[src/rtl/ibex_rf_readback_if.sv]
// rtl/ibex_rf_readback_if.sv - register-file read port and output beat stream bundle
interface ibex_rf_readback_if #(
   parameter int DataWidth = 32
);
   logic                 rf_req_o;
   logic                 rf_gnt_i;
   logic [4:0]           raddr_o;
   logic [DataWidth-1:0] rdata_i;
   logic                 out_valid_o;
   logic                 out_ready_i;
   logic [4:0]           out_addr_o;
   logic [DataWidth-1:0] out_data_o;

   modport master (
      output rf_req_o, raddr_o, out_valid_o, out_addr_o, out_data_o,
      input  rf_gnt_i, rdata_i, out_ready_i
   );

   modport slave (
      input  rf_req_o, raddr_o, out_valid_o, out_addr_o, out_data_o,
      output rf_gnt_i, rdata_i, out_ready_i
   );
endinterface

[src/rtl/ibex_rf_readback.sv]
// rtl/ibex_rf_readback.sv - sequential register-file dumper streaming {addr,data} beats
module ibex_rf_readback #(
   parameter bit RV32E     = 1'b0,
   parameter int DataWidth = 32
) (
   input  logic                 clk_i,
   input  logic                 rst_i,
   input  logic                 start_i,
   input  logic                 abort_i,
   input  logic [4:0]           first_addr_i,
   input  logic [4:0]           last_addr_i,
   output logic                 busy_o,
   output logic                 done_o,
   output logic [DataWidth-1:0] signature_o,
   ibex_rf_readback_if.master   bus
);
   localparam logic [4:0] ADDR_MASK = RV32E ? 5'h0F : 5'h1F;

   typedef enum logic [1:0] {
      S_IDLE,
      S_READ,
      S_DRAIN,
      S_DONE
   } state_t;

   state_t               r_state;
   state_t               w_next;
   logic [4:0]           r_cnt;
   logic [4:0]           r_last;
   logic                 r_out_valid;
   logic [4:0]           r_out_addr;
   logic [DataWidth-1:0] r_out_data;
   logic [DataWidth-1:0] r_sig;

   logic                 w_space;
   logic                 w_capture;
   logic                 w_hs;
   logic                 w_abort;
   logic                 w_start;

   assign w_space   = !r_out_valid || bus.out_ready_i;
   assign w_hs      = r_out_valid && bus.out_ready_i;
   assign w_abort   = abort_i && ((r_state == S_READ) || (r_state == S_DRAIN));
   assign w_start   = (r_state == S_IDLE) && start_i;
   // An aborting cycle never captures, so the buffer empties on the way to IDLE.
   assign w_capture = (r_state == S_READ) && !abort_i && bus.rf_gnt_i && w_space;

   always_comb begin
      w_next = r_state;
      case (r_state)
         S_IDLE: begin
            if (start_i) w_next = S_READ;
         end
         S_READ: begin
            if (abort_i)                             w_next = S_IDLE;
            else if (w_capture && (r_cnt == r_last)) w_next = S_DRAIN;
         end
         S_DRAIN: begin
            if (abort_i)   w_next = S_IDLE;
            else if (w_hs) w_next = S_DONE;
         end
         S_DONE: begin
            w_next = S_IDLE;
         end
         default: w_next = S_IDLE;
      endcase
   end

   always_ff @(posedge clk_i or posedge rst_i) begin
      if (rst_i) begin
         r_state     <= S_IDLE;
         r_cnt       <= '0;
         r_last      <= '0;
         r_out_valid <= 1'b0;
         r_out_addr  <= '0;
         r_out_data  <= '0;
         r_sig       <= '0;
      end else begin
         r_state <= w_next;

         if (w_start) begin
            r_cnt  <= first_addr_i & ADDR_MASK;
            r_last <= last_addr_i & ADDR_MASK;
         end else if (w_capture) begin
            r_cnt  <= (r_cnt + 5'd1) & ADDR_MASK;
         end

         if (w_capture) begin
            r_out_addr <= r_cnt;
            r_out_data <= bus.rdata_i;
         end

         if (w_abort)        r_out_valid <= 1'b0;
         else if (w_capture) r_out_valid <= 1'b1;
         else if (w_hs)      r_out_valid <= 1'b0;

         // A handshake in the abort cycle is still a delivered beat.
         if (w_start)   r_sig <= '0;
         else if (w_hs) r_sig <= r_sig ^ r_out_data;
      end
   end

   assign busy_o          = (r_state != S_IDLE);
   assign done_o          = (r_state == S_DONE);
   assign signature_o     = r_sig;
   assign bus.rf_req_o    = (r_state == S_READ);
   assign bus.raddr_o     = r_cnt;
   assign bus.out_valid_o = r_out_valid;
   assign bus.out_addr_o  = r_out_addr;
   assign bus.out_data_o  = r_out_data;
endmodule

[src/flat_wrapper.sv]
// flat-port wrapper written by rule: the top's interface ports become plain ports
module ibex_rf_readback_flat 
#(
   parameter bit RV32E     = 1'b0,
   parameter int DataWidth = 32
)
  (clk_i, rst_i, start_i, abort_i, first_addr_i, last_addr_i, busy_o, done_o, signature_o, bus_rf_req_o, bus_raddr_o, bus_out_valid_o, bus_out_addr_o, bus_out_data_o, bus_rf_gnt_i, bus_rdata_i, bus_out_ready_i);
  ibex_rf_readback_if #(.DataWidth(DataWidth)) bus_i ();
  input  logic clk_i;
  input  logic rst_i;
  input  logic start_i;
  input  logic abort_i;
  input  logic [4:0] first_addr_i;
  input  logic [4:0] last_addr_i;
  output logic busy_o;
  output logic done_o;
  output logic [DataWidth-1:0] signature_o;
  output wire logic [$bits(bus_i.rf_req_o)-1:0] bus_rf_req_o;
  output wire logic [$bits(bus_i.raddr_o)-1:0] bus_raddr_o;
  output wire logic [$bits(bus_i.out_valid_o)-1:0] bus_out_valid_o;
  output wire logic [$bits(bus_i.out_addr_o)-1:0] bus_out_addr_o;
  output wire logic [$bits(bus_i.out_data_o)-1:0] bus_out_data_o;
  input wire logic [$bits(bus_i.rf_gnt_i)-1:0] bus_rf_gnt_i;
  input wire logic [$bits(bus_i.rdata_i)-1:0] bus_rdata_i;
  input wire logic [$bits(bus_i.out_ready_i)-1:0] bus_out_ready_i;
  assign bus_rf_req_o = bus_i.rf_req_o;
  assign bus_raddr_o = bus_i.raddr_o;
  assign bus_out_valid_o = bus_i.out_valid_o;
  assign bus_out_addr_o = bus_i.out_addr_o;
  assign bus_out_data_o = bus_i.out_data_o;
  assign bus_i.rf_gnt_i = bus_rf_gnt_i;
  assign bus_i.rdata_i = bus_rdata_i;
  assign bus_i.out_ready_i = bus_out_ready_i;
  ibex_rf_readback #(.RV32E(RV32E), .DataWidth(DataWidth)) u_core (.clk_i(clk_i), .rst_i(rst_i), .start_i(start_i), .abort_i(abort_i), .first_addr_i(first_addr_i), .last_addr_i(last_addr_i), .busy_o(busy_o), .done_o(done_o), .signature_o(signature_o), .bus(bus_i));
endmodule
[config.mk]
export PLATFORM = sky130hd
export DESIGN_NAME = ibex_rf_readback_flat
export DESIGN_NICKNAME = d
export VERILOG_FILES = /design/src/rtl/ibex_rf_readback_if.sv /design/src/rtl/ibex_rf_readback.sv /design/src/flat_wrapper.sv
export SDC_FILE = /design/constraint.sdc
export NUM_CORES = 1
export LEC_CHECK = 0
export ABC_AREA = 1
export BUFFER_PORTS_ARGS = -buffer_cell sky130_fd_sc_hd__buf_2
export CAP_MARGIN = 15
export CELL_PAD_IN_SITES_DETAIL_PLACEMENT = 2
export CELL_PAD_IN_SITES_GLOBAL_PLACEMENT = 2
export CORE_MARGIN = 10
export CORE_UTILIZATION = 29
export DETAILED_ROUTE_END_ITERATION = 10
export PLACE_DENSITY_LB_ADDON = 0.1
export SETUP_SLACK_MARGIN = 0.1
export SKIP_CTS_REPAIR_TIMING = 1
export SYNTH_ARGS = -nofsm -noshare
export SYNTH_HDL_FRONTEND = slang
export SYNTH_SLANG_ARGS = --single-unit
[constraint.sdc]
create_clock -name clk_i -period 3.1 [get_ports clk_i]
set_input_delay 0.155 -clock clk_i [delete_from_list [all_inputs] [get_ports clk_i]]
set_output_delay 0.155 -clock clk_i [all_outputs]
set_load 0.05 [all_outputs]
==> results_dict.tcl <==
set metrics [dict create \
    status "complete, no violations" \
    max_slew.worst_pin.slew_ps 933 \
    fmax_mhz 468 \
    number_of_buffers_inserted_during_clock_tree_synthesis 9 \
    powerDensity_nw_per_um2 1260 \
    leakage_power_nw 2.58 \
    worst_hold_path_type "in -> reg" \
    core_region_area_sq_um 13200 \
    io_buffer_count 125 \
    die_area_sq_um 18600 \
    netlist_instances 462 \
    grt_pass1_vias 3998 \
    detailroute.via_count 3499 \
    timing.critical_path.fanout_max 24 \
    synth.yosys.seq_area_share_pct 52.4 \
    tritoncts_num_sinks 82 \
    syn-num-nets 516 \
    antenna-diode-count 0 \
    timing.slew.headroom_pct 37.6 \
    die_h_um 136 \
    effective_utilization_at_floorplan_pct 29.6 \
    gpl.final_weighted_congestion 0.773 \
    synthToLayoutAreaGrowth_pct 27.3 \
    commonest_non_fill_non_tap_cells_in_the_layout "125 x sky130_fd_sc_hd__buf_2, 91 x sky130_fd_sc_hd__nand2_1, 82 x sky130_fd_sc_hd__dfrtp_1" \
    finalHoldViolCount 0 \
    clock-skew-final_ps 5.56 \
    synth.lib_cells_used.distinct 29 \
    min_period_ps 2140 \
    startpoint_type "flip-flop" \
    drtPass1Iterations 4 \
    vdd_drop_max_mv 0.371 \
    critical_path.slowest_cell "sky130_fd_sc_hd__inv_2" \
    grt_pass1_wl_um 20600 \
    clk_root_buffer_cell "sky130_fd_sc_hd__clkbuf_16" \
    critPathMaxStageDelay_ps 480 \
    period_share_pct 68.9 \
    number_of_warning_messages_in_the_yosys_log 0 \
    kind_of_capture_point_of_the_worst_setup_path "flip-flop" \
    detail_route.vias_per_cell 4.57 \
    globalRouteTotalUtil_pct 13.9 \
    number_of_antenna_violations_at_the_first_check_in_global_routing 0 \
    die_boundary_width_um 136 \
    synth_area_sq_um 3920 \
    synth_largest_area_cell "sky130_fd_sc_hd__dfrtp_1" \
    yosysTopAreaCellShare_pct 52.4 \
    clock_latency_ps 340 \
    layout.cells.most_common "sky130_fd_sc_hd__buf_2" \
    cts_tree "yes" \
    drive_above_1_share_pct 32.3 \
    timing.setup.tns_ps 0 \
    critical-path-top-cell-by-count "sky130_fd_sc_hd__inv_1" \
    grt_overflow 0 \
    finalNetCount 640 \
    worst-endpoint-arrival_ps 2400 \
    h-tree-depth 3 \
    drt_iter0_drc 158 \
    io-pin-count 126 \
    total_of_endpoints_with_negative_setup_slack_in_the_final_report 0 \
    cp_data_required_time_ps 3370 \
    report.power.total_mw 6.30 \
    max_slew_violation_total_from_the_final_report 0 \
    detail-route-antenna-nets 0 \
    post_synth.cell_area_avg_sq_um 8.48 \
    worstPathCellList "inv_1 -> ha_1 -> inv_1 -> nor2_4 -> nand3_4 -> inv_2 -> buf_4 -> nand2_1 -> o21ai_2" \
    total_wire_length_um 12500 \
    cts.reportedPaths.clkPinSlew_ps 60 \
    detail_route.wl_per_cell_um 16.3 \
    floorplan.rows 42 \
    drv.max_cap_violation_count 0 \
    postSynthRegisterBits 82 \
    route.detailed.drc 0 \
    dp_hpwl_um 9330 \
    rsz0062_at_grt "no" \
    ys_top_cells_by_area "sky130_fd_sc_hd__dfrtp_1 52%, sky130_fd_sc_hd__nand2_1 8.8%, sky130_fd_sc_hd__inv_1 7.8%" \
    clk_path_buf_depth 2 \
    largest_net_degree_at_the_start_of_global_routing 53 \
    timing.setup.critical_path_class "reg -> reg" \
]
[synthesized netlist by cell type]
| library cell | count |
|---|---|
| sky130_fd_sc_hd__o21ai_1 | 2 |
| sky130_fd_sc_hd__nand2_2 | 11 |
| sky130_fd_sc_hd__clkbuf_4 | 1 |
| sky130_fd_sc_hd__clkbuf_1 | 8 |
| sky130_fd_sc_hd__inv_2 | 1 |
| sky130_fd_sc_hd__a21oi_1 | 2 |
| sky130_fd_sc_hd__o211ai_1 | 2 |
| sky130_fd_sc_hd__xor2_1 | 1 |
| sky130_fd_sc_hd__a22oi_1 | 1 |
| sky130_fd_sc_hd__nor4_1 | 1 |
| sky130_fd_sc_hd__nand3_1 | 7 |
| sky130_fd_sc_hd__inv_1 | 81 |
| sky130_fd_sc_hd__nand2_1 | 92 |
| sky130_fd_sc_hd__ha_1 | 6 |
| sky130_fd_sc_hd__nor2_1 | 40 |
| sky130_fd_sc_hd__nor3b_1 | 1 |
| sky130_fd_sc_hd__buf_1 | 1 |
| sky130_fd_sc_hd__or2_2 | 1 |
| sky130_fd_sc_hd__o22ai_1 | 1 |
| sky130_fd_sc_hd__nor2_4 | 1 |
| sky130_fd_sc_hd__buf_6 | 4 |
| sky130_fd_sc_hd__buf_12 | 1 |
| sky130_fd_sc_hd__nor3_1 | 33 |
| sky130_fd_sc_hd__o21ai_2 | 28 |
| sky130_fd_sc_hd__dfrtp_1 | 82 |
| sky130_fd_sc_hd__nand3_4 | 1 |
| sky130_fd_sc_hd__buf_2 | 4 |
| sky130_fd_sc_hd__o21ai_0 | 47 |
| sky130_fd_sc_hd__a31oi_1 | 1 |
[worst max-delay path, delay by kind of cell, from the launching register on]
| family | cells | cell delay [ps] |
|---|---|---|
| adders and majority gates | 1 | 180 |
| buffers and inverters | 4 | 990 |
| and+or+nand+nor | 3 | 410 |
| AOI/OAI and AO/OA | 1 | 60 |
| DFF | 1 | 410 |
[layout make-up]
type,instances,area [sq um]
Sequential cell,82,2050
Clock buffer,12,267
Tap cell,176,220
Inverter,82,309
Timing Repair Buffer,132,693
Fill cell,1532,8250
Clock inverter,2,12.5
Multi-Input combinational cell,279,1440
[cell families (layout without fill, tap and decap cells)]
group / count (synthesis) / after routing / share of synthesized area [%]
and+or+nand+nor: 188 / 188 / 20.8
buffers and inverters: 101 / 228 / 11.1
AOI/OAI and AO/OA: 84 / 84 / 13.7
DFF: 82 / 82 / 52.4
adders and majority gates: 6 / 6 / 1.92
xor gates and xnor gates: 1 / 1 / 0.224
[registers in the layout (all words and copies together) (netlist names)]
signal / count
u_core.bus.out_data_o: 32
u_core.signature_o: 32
u_core.bus.out_addr_o: 5
u_core.bus.raddr_o: 5
u_core.r_last: 5
u_core.r_state: 2
u_core.bus.out_valid_o: 1
[metrics by stage]
stage	hold slack, ps	util (%)	cells	instance area (sq um)	setup slack, ps
floorplan	262	-	462	3920	837
global placement	343	35.5	750	4700	1040
detailed placement	340	35.5	750	4700	918
CTS	-28.2	37.6	764	4980	901
global route	17.7	37.7	765	4990	698
finish	16.2	37.7	765	4990	964
[power by group]
group	switching (mW)	total [mW]	internal, mW
logic	2.68	3.44	0.765
clock network	0.440	1.04	0.599
registers	0.291	1.82	1.53
total	3.41	6.30	2.89
[routing by layer]
metal	vias up	global-route usage [%]	wire, um
li1	1686	-	-
met2	75	23.3	6130
met4	0	5.21	212
met1	1725	16.4	5340
met3	13	4.13	811
met5	-	0	0
[worst paths after layout]
check | startpoint | endpoint | slack, ps | cells after the start
max in group asynchronous | rst_i | u_core.bus.out_data_o[2] | 1810 | 4
min in group asynchronous | rst_i | u_core.bus.out_data_o[10] | 510 | 3
worst min-delay path | bus_rdata_i[0] | u_core.bus.out_data_o[0] | 20 | 3
worst min register to register | u_core.signature_o[31] | u_core.signature_o[31] | 470 | 1
worst max register to register | u_core.r_state[1] | u_core.bus.out_data_o[18] | 960 | 9
worst max-delay path | u_core.r_state[1] | u_core.bus.out_data_o[18] | 960 | 9
Power figures use the tool's default switching activity.
